## src/rtl/uart_pkg.sv

```systemverilog
// Shared UART receive types and defaults.
// The parity helper is used by uart_rx_frame only when UART_RX_PARITY_EN is defined.
package uart_pkg;

    localparam int UART_OVERSAMPLE = 16;
    localparam int UART_DATA_BITS  = 8;

    typedef enum logic [2:0] {
        IDLE   = 3'd0,
        START  = 3'd1,
        DATA   = 3'd2,
        PARITY = 3'd3,
        STOP   = 3'd4
    } rx_state_t;

    // Even parity bit for a word zero-extended to 64 bits.
    function automatic logic even_parity(input logic [63:0] word);
        return ^word;
    endfunction

endpackage

```

## src/rtl/uart_rx_sync.sv

```systemverilog
// Two-flop synchroniser for the rx pin plus falling-edge detector.
// All flops reset high so that no edge is reported out of reset.
module uart_rx_sync (
    input  logic clock,
    input  logic reset,
    input  logic rx_serial,
    output logic rx_sync,
    output logic rx_fall
);

    logic meta_r;
    logic sync_r;
    logic prev_r;

    // Synchroniser chain plus one history flop for edge detection.
    always_ff @(posedge clock) begin
        if (reset) begin
            meta_r <= 1'b1;
            sync_r <= 1'b1;
            prev_r <= 1'b1;
        end else begin
            meta_r <= rx_serial;
            sync_r <= meta_r;
            prev_r <= sync_r;
        end
    end

    assign rx_sync = sync_r;
    assign rx_fall = prev_r & ~sync_r;

endmodule

```

## src/rtl/uart_rx_frame.sv

```systemverilog
// UART receive framer: oversampled midpoint sampling, stop check, valid/ready output.
// Define UART_RX_PARITY_EN to add an even-parity bit between data and stop.
module uart_rx_frame
    import uart_pkg::*;
#(
    parameter int DATA_BITS  = UART_DATA_BITS,
    parameter int OVERSAMPLE = UART_OVERSAMPLE
) (
    input  logic                 clock,
    input  logic                 reset,
    input  logic                 rx_serial,
    input  logic                 sample_tick,
    output logic [DATA_BITS-1:0] rx_data,
    output logic                 rx_valid,
    input  logic                 rx_ready,
    output logic                 frame_err,
    output logic                 overrun_err,
    output logic                 parity_err
);

    localparam int TW = $clog2(OVERSAMPLE);
    localparam int BW = $clog2(DATA_BITS + 1);
    localparam logic [TW-1:0] TICK_MID = TW'(OVERSAMPLE / 2 - 1);
    localparam logic [TW-1:0] TICK_END = TW'(OVERSAMPLE - 1);
    localparam logic [BW-1:0] BIT_LAST = BW'(DATA_BITS - 1);

    logic                 rx_sync_s;
    logic                 rx_fall_s;
    rx_state_t            state_r;
    rx_state_t            state_next_s;
    logic [TW-1:0]        tick_cnt_r;
    logic [BW-1:0]        bit_cnt_r;
    logic [DATA_BITS-1:0] shift_r;
    logic                 mid_hit_s;
    logic                 end_hit_s;
    logic                 last_bit_s;
    logic                 tick_clr_s;
    logic                 shift_en_s;
    logic                 bit_clr_s;
    logic                 stop_ok_s;
    logic                 stop_bad_s;
    logic                 commit_ok_s;
    logic [DATA_BITS-1:0] rx_data_r;
    logic                 rx_valid_r;
    logic                 frame_err_r;
    logic                 overrun_err_r;
`ifdef UART_RX_PARITY_EN
    logic                 par_en_s;
    logic                 par_bad_r;
    logic                 parity_err_r;
`endif

    uart_rx_sync u_sync (
        .clock     (clock),
        .reset     (reset),
        .rx_serial (rx_serial),
        .rx_sync   (rx_sync_s),
        .rx_fall   (rx_fall_s)
    );

    assign mid_hit_s   = sample_tick & (tick_cnt_r == TICK_MID);
    assign end_hit_s   = sample_tick & (tick_cnt_r == TICK_END);
    assign last_bit_s  = (bit_cnt_r == BIT_LAST);
    assign commit_ok_s = stop_ok_s & (~rx_valid_r | rx_ready);

    // FSM state register.
    always_ff @(posedge clock) begin
        if (reset) begin
            state_r <= IDLE;
        end else begin
            state_r <= state_next_s;
        end
    end

    // FSM next-state logic.
    always_comb begin
        state_next_s = state_r;
        case (state_r)
            IDLE: begin
                if (rx_fall_s) state_next_s = START;
                else           state_next_s = IDLE;
            end
            START: begin
                if (mid_hit_s) begin
                    // A start bit that is high again at its midpoint was a glitch.
                    if (rx_sync_s) state_next_s = IDLE;
                    else           state_next_s = DATA;
                end else begin
                    state_next_s = START;
                end
            end
            DATA: begin
                if (end_hit_s && last_bit_s) begin
`ifdef UART_RX_PARITY_EN
                    state_next_s = PARITY;
`else
                    state_next_s = STOP;
`endif
                end else begin
                    state_next_s = DATA;
                end
            end
            PARITY: begin
`ifdef UART_RX_PARITY_EN
                if (end_hit_s) state_next_s = STOP;
                else           state_next_s = PARITY;
`else
                state_next_s = IDLE;
`endif
            end
            STOP: begin
                if (end_hit_s) state_next_s = IDLE;
                else           state_next_s = STOP;
            end
            default: state_next_s = IDLE;
        endcase
    end

    // FSM output decode: counter controls and sample strobes.
    always_comb begin
        tick_clr_s = 1'b0;
        shift_en_s = 1'b0;
        bit_clr_s  = 1'b0;
        stop_ok_s  = 1'b0;
        stop_bad_s = 1'b0;
`ifdef UART_RX_PARITY_EN
        par_en_s   = 1'b0;
`endif
        case (state_r)
            IDLE: begin
                tick_clr_s = rx_fall_s;
            end
            START: begin
                tick_clr_s = mid_hit_s;
                bit_clr_s  = mid_hit_s & ~rx_sync_s;
            end
            DATA: begin
                tick_clr_s = end_hit_s;
                shift_en_s = end_hit_s;
            end
            PARITY: begin
                tick_clr_s = end_hit_s;
`ifdef UART_RX_PARITY_EN
                par_en_s   = end_hit_s;
`endif
            end
            STOP: begin
                tick_clr_s = end_hit_s;
                stop_ok_s  = end_hit_s & rx_sync_s;
                stop_bad_s = end_hit_s & ~rx_sync_s;
            end
            default: begin
                tick_clr_s = 1'b1;
            end
        endcase
    end

    // Tick/bit counters and the right-shifting deserialiser.
    always_ff @(posedge clock) begin
        if (reset) begin
            tick_cnt_r <= {TW{1'b0}};
            bit_cnt_r  <= {BW{1'b0}};
            shift_r    <= {DATA_BITS{1'b0}};
        end else begin
            if (tick_clr_s)       tick_cnt_r <= {TW{1'b0}};
            else if (sample_tick) tick_cnt_r <= tick_cnt_r + TW'(1);
            if (bit_clr_s)        bit_cnt_r <= {BW{1'b0}};
            else if (shift_en_s)  bit_cnt_r <= bit_cnt_r + BW'(1);
            if (shift_en_s)       shift_r <= {rx_sync_s, shift_r[DATA_BITS-1:1]};
        end
    end

    // Commit into the output holding register and error pulses.
    always_ff @(posedge clock) begin
        if (reset) begin
            rx_data_r     <= {DATA_BITS{1'b0}};
            rx_valid_r    <= 1'b0;
            frame_err_r   <= 1'b0;
            overrun_err_r <= 1'b0;
        end else begin
            frame_err_r   <= stop_bad_s;
            overrun_err_r <= stop_ok_s & rx_valid_r & ~rx_ready;
            if (commit_ok_s) begin
                rx_data_r  <= shift_r;
                rx_valid_r <= 1'b1;
            end else if (rx_valid_r && rx_ready) begin
                rx_valid_r <= 1'b0;
            end
        end
    end

`ifdef UART_RX_PARITY_EN
    // Parity sample is remembered until the stop bit decides the commit.
    always_ff @(posedge clock) begin
        if (reset) begin
            par_bad_r    <= 1'b0;
            parity_err_r <= 1'b0;
        end else begin
            if (par_en_s) par_bad_r <= (rx_sync_s != even_parity(64'(shift_r)));
            parity_err_r <= stop_ok_s & par_bad_r;
        end
    end

    assign parity_err = parity_err_r;
`else
    assign parity_err = 1'b0;
`endif

    assign rx_data     = rx_data_r;
    assign rx_valid    = rx_valid_r;
    assign frame_err   = frame_err_r;
    assign overrun_err = overrun_err_r;

endmodule
```

## config.mk

```make
export PLATFORM = sky130hd
export DESIGN_NAME = uart_rx_frame
export DESIGN_NICKNAME = d
export VERILOG_FILES = /design/src/rtl/uart_pkg.sv /design/src/rtl/uart_rx_sync.sv /design/src/rtl/uart_rx_frame.sv
export SDC_FILE = /design/constraint.sdc
export NUM_CORES = 1
export LEC_CHECK = 0
export ABC_AREA = 1
export CAP_MARGIN = 20
export CORE_MARGIN = 2
export CORE_UTILIZATION = 40
export DETAILED_ROUTE_END_ITERATION = 10
export GPL_ROUTABILITY_DRIVEN = 0
export PLACE_DENSITY = 0.7
export SYNTH_ARGS = -nofsm -noshare
export SYNTH_HDL_FRONTEND = slang
export SYNTH_SLANG_ARGS = --single-unit
```

## constraint.sdc

```tcl
create_clock -name clock -period 2 [get_ports clock]
set_input_delay 0.6 -clock clock [delete_from_list [all_inputs] [get_ports clock]]
set_output_delay 0.6 -clock clock [all_outputs]
set_load 0.05 [all_outputs]
```

# [After elaboration in Yosys (flattened, before gate mapping)]
# Index checks and enable logic that the tools add are counted.
[word_totals] inputBits=5 elab_cells=54 regBits=33
[classes] n_reduce_logical=8 eq_ne=7 n_addsub=2 n_mux=12 bitwise=14
[ops] cell="$pmux W3 S4" n=1
[ops] cell="$and A1 B1 Y1" n=9
[ops] cell="$mux W3" n=3
[ops] cell="$add A4 B1 Y4 const B" n=2
[ops] cell="$eq A4 B3 Y1 const B" n=2
[ops] cell="$eq A3 B2 Y1 const B" n=2
[ops] cell="$mux W1" n=6
[ops] cell="$reduce_or A2 Y1" n=3
[ops] cell="$eq A4 B4 Y1 const B" n=1
[ops] cell="$not A1 Y1" n=4
[ops] cell="$eq A3 B1 Y1 const B" n=1
[ops] cell="$eq A3 B3 Y1 const B" n=1
[ops] cell="$logic_not A3 Y1" n=1
[ops] cell="$pmux W1 S3" n=1
[ops] cell="$reduce_or A3 Y1" n=1
[ops] cell="$logic_and A1 B1 Y1" n=2
[ops] cell="$mux W2" n=1
[ops] cell="$reduce_bool A2 Y1" n=1
[ops] cell="$or A1 B1 Y1" n=1

# [Depth between registers and ports, before layout]
[depth] word_depth=6 ltp_mapped=9 ltp_nobuf=8

# [By module]
# From an unflattened synthesis, not the netlist that was laid out.
[unflattened] hier_cells=190 area_unflattened_um2=1497.7
[by_module_without_submodules] mod="uart_rx_frame" seq_area_each_um2=600.6 instances=1 area_each_um2=1403.8 cells_per_inst=178
[by_module_without_submodules] mod="uart_rx_sync" seq_area_each_um2=60.1 instances=1 area_each_um2=93.8 cells_per_inst=12

# [Least setup slack after synthesis]
# Ideal clock, no wire load.
[synth_path] path_kind="input port to flip-flop" start="input reset" end="register shift_r[5]" required_time_ns=1.930 cell_stages=5 slack_ns=0.572 arrival_ns=1.358 setup_time_ns=0.070 cell_sequence="buf_2 -> inv_1 -> buf_1 -> o21ai_1 -> a21oi_1"
[synth_rtl] item="from (decl)" line="uart_rx_frame.sv:10" rtl="input logic reset,"
[synth_rtl] item="to (signal assigned)" line="uart_rx_frame.sv:163" rtl="shift_r <= {DATA_BITS{1'b0}};"
[synth_rtl] item="to (signal assigned)" line="uart_rx_frame.sv:169" rtl="if (shift_en_s) shift_r <= {rx_sync_s, shift_r[DATA_BITS-1:1]};"
[synth_rtl] item="to (decl)" line="uart_rx_frame.sv:33" rtl="logic [DATA_BITS-1:0] shift_r;"

# [Worst setup path in the final report]
[layout_path] start="input sample_tick" end="register bit_cnt_r[2]"
[layout_via] elab_chain_len=4 elab_cells_between_ends=6 classes_between="mux (2); bitwise (3); reduce/logical (1)"
[layout_lines] item="from (decl)" line="uart_rx_frame.sv:12" rtl="input logic sample_tick,"
[layout_lines] item="$and A1 B1 Y1" line="uart_rx_frame.sv:61" rtl="assign mid_hit_s = sample_tick & (tick_cnt_r == TICK_MID);"
[layout_lines] item="$and A1 B1 Y1" line="uart_rx_frame.sv:135" rtl="bit_clr_s = mid_hit_s & ~rx_sync_s;"
[layout_lines] item="$mux W1" line="uart_rx_frame.sv:129" rtl="case (state_r)"
[layout_lines] item="$reduce_or A2 Y1 (no line)"
[layout_lines] item="to (signal assigned)" line="uart_rx_frame.sv:162" rtl="bit_cnt_r <= {BW{1'b0}};"
[layout_lines] item="to (signal assigned)" line="uart_rx_frame.sv:167" rtl="if (bit_clr_s) bit_cnt_r <= {BW{1'b0}};"
[layout_lines] item="to (signal assigned)" line="uart_rx_frame.sv:168" rtl="else if (shift_en_s) bit_cnt_r <= bit_cnt_r + BW'(1);"
[layout_lines] item="to (decl)" line="uart_rx_frame.sv:32" rtl="logic [BW-1:0] bit_cnt_r;"
# Several ways; a longest one is shown, not always the timed one.
# A chain may end at the register's enable or synchronous reset.

==> reports/metrics.yaml <==
seqPwrFrac_pct: 62.4
yosysWarnings: 0
overflow: 0
yosys-top-cells-area: "dfxtp_1 (47%), nand2_1 (9.3%), a21oi_1 (7.8%)"
antenna_found_initial: 0
numCtsBuffers: 5
core_area_um2: 3360
clkPwrFrac_pct: 32.5
wirelength_um: 2400
fmax_mhz: 611
fin_cells: 245
final_nets: 205
routed_via_density: 4.65
final_core_util_pct: 48.1
vias: 1139
first_global_vias: 1058
p_leak_nw: 0.699
htree_levels: 2
clk_path_buf_depth: 2
drive_gt1_share_pct: 18.1
area_growth_pct: 14.6
avgSynthCellArea_um2: 7.88
insertedDiodeCount: 0
path_delay_family: "buffers and inverters"
yosysTopAreaCell: "dfxtp_1"
dominantRegCellSynth: "dfxtp_1"
synth_cell_types: 33
synth_fp_nets: 186
synth_top_cell_area_share_pct: 46.8
tns_ns: 0
slowest_delay_ns: 0.49
vdd_drop_max_mv: 0.184
regToRegStartpoint: "tick_cnt_r[0]"
cts_root_buffer: "clkbuf_4"
cts_tree: "built"
dp_cells: 237
hold_path_class: "reg2reg"
crit_type: "in2reg"
status: "complete, no violations"
totalPowerFinal_mw: 1.07
post-route-min-period_ns: 1.64
async_reset_ff_share_pct: 0
crit_top_cell: "nand2_2"
grt.total_usage_pct: 14.4
hold_depth: 1
synth-edff-count: 0
portBuffers: 15
grt_max_degree: 21
comb_power_share_pct: 5.2
die_x_um: 63.4
synth-seq-area-share_pct: 46.8
netlist_area_um2: 1410
critical_path_required_ns: 2.26
cts_hold_buf: 0
clk_latency_ns: 0.33
fin_worst_skew_ns: 0.00964
final-max-slew-violation-count: 0
start_util_pct: 42.0
wl_per_cell_um: 9.80
rows: 21
post_cts_buffers: 0
synth-seq-cells: 33
crit_start: "sample_tick"
setup_viol: 0
cts.sinks: 33
maxCapViolCount: 0
path_buf_inv: 2
cts_resized: 0
dieArea_um2: 4020
power_density_nw_per_um2: 664
pin_count: 17
rr_worst_depth: 7
placed_cell_area_um2: 1570
cp_cell_sequence: "clkdlybuf4s50_1, nand2_2, nor2_4, nand2_2, clkinv_2, nand2_1, a21oi_1"
crit_slowest_cell: "clkdlybuf4s50_1"
drt_iter0_drc: 72
die_h_um: 63.4
worstPathArrival_ns: 1.90
p_int_mw: 0.823
rsz0062_at_grt: "false"
startpoint_type: "input port"
drc: 0
final_hold_viol_count: 0
cp-end-kind: "register"
syn_inst: 179
dp_hpwl_um: 1700
cp_max_fo: 20
min_from: "u_sync.meta_r"
clkTransAtPathRegs_ns: 0.09
drt_first_pass_iters: 4
p_switching_mw: 0.251
grt_pass1_wl_um: 4460
switching_share_pct: 23.4
finalInstanceArea_um2: 1620
fin_crit_sh_pct: 81.9
path_depth: 7
ant_nets: 0
cell families after synthesis:
kind of cell             count (synthesis)  synth area share, %
XOR/XNOR                                 4                 2.48
other                                    1                0.266
flip-flops                              33                 46.8
AO/OA/AOI/OAI                           32                 11.8
AND/OR/NAND/NOR                         81                 27.4
multiplexers                             1                0.709
buffers and inverters                   25                 8.78
adder cells (fa/ha/maj)                  2                 1.77
placed cells by master, fill, tap and decap left out:
cell,n
nand3_1,14
o21bai_1,1
inv_2,3
buf_4,15
or2_2,2
conb_1,1
dfxtp_1,33
nor2_4,1
xnor2_1,1
clkbuf_4,5
o21ai_0,3
o21ai_1,5
xor2_1,3
nand2_2,2
nor3_2,1
a21oi_2,1
inv_1,14
clkdlybuf4s50_1,4
nor2_8,1
mux2i_1,1
a21oi_1,22
nor2_2,1
clkbuf_1,1
nand2_4,1
clkinv_2,3
nor3_1,6
nand2_1,35
nand4_1,2
nor2_1,14
ha_1,2
and3_1,1
layer usage:
layer	routed length, um	global-route usage (%)	up-vias
met3	116	5.18	7
met2	1010	21.3	21
met1	1200	17.6	493
met4	67	8.97	0
li1	-	-	618
met5	0	0	-
power by group through the flow:
stage                     clock, mW  combinational, mW  sequential, mW
after floorplan                   0             0.0386           0.684
after global placement            0             0.0560           0.685
after detailed placement          0             0.0562           0.685
after CTS                     0.363             0.0564           0.670
after global routing          0.393             0.0628           0.672
final                         0.349             0.0556           0.670
final timing paths:
path	end	slack (ns)
setup / recovery	bit_cnt_r[2]	0.36
hold / removal	u_sync.rx_sync	0.42
setup reg to reg	bit_cnt_r[2]	0.57
hold reg to reg	u_sync.rx_sync	0.42
state kept, by name (all words and copies together) (netlist names):
name / count
bit_cnt_r: 4
overrun_err: 1
u_sync.prev_r: 1
frame_err: 1
u_sync.rx_sync: 1
rx_valid: 1
shift_r: 8
tick_cnt_r: 4
state_r: 3
u_sync.meta_r: 1
rx_data: 8
final cells by class:
class,count,area (um^2)
Sequential cell,33,661
Clock buffer,6,41.3
Clock inverter,2,10.0
Multi-Input combinational cell,121,627
Tap cell,46,57.6
Fill cell,343,1750
Timing Repair Buffer,19,153
Inverter,18,68.8
Yosys cell counts (all sizes together), types with 3 or more instances:
library cell / instances
nand3: 14
nand2: 38
nor3: 7
dfxtp: 33
buf: 6
a21oi: 23
inv: 17
xor2: 3
nor2: 17
o21ai: 8
stage by stage:
step | worst slack [ns] | hold WS [ns]
6_report | 0.363 | 0.419
5_1_grt | 0.230 | 0.452
4_1_cts | 0.361 | 0.421
3_5_place_dp | 0.00672 | 0.399
3_3_place_gp | 0.0166 | 0.392
2_1_floorplan | 0.572 | 0.389
No activity file was read; power rests on OpenSTA's default activity.
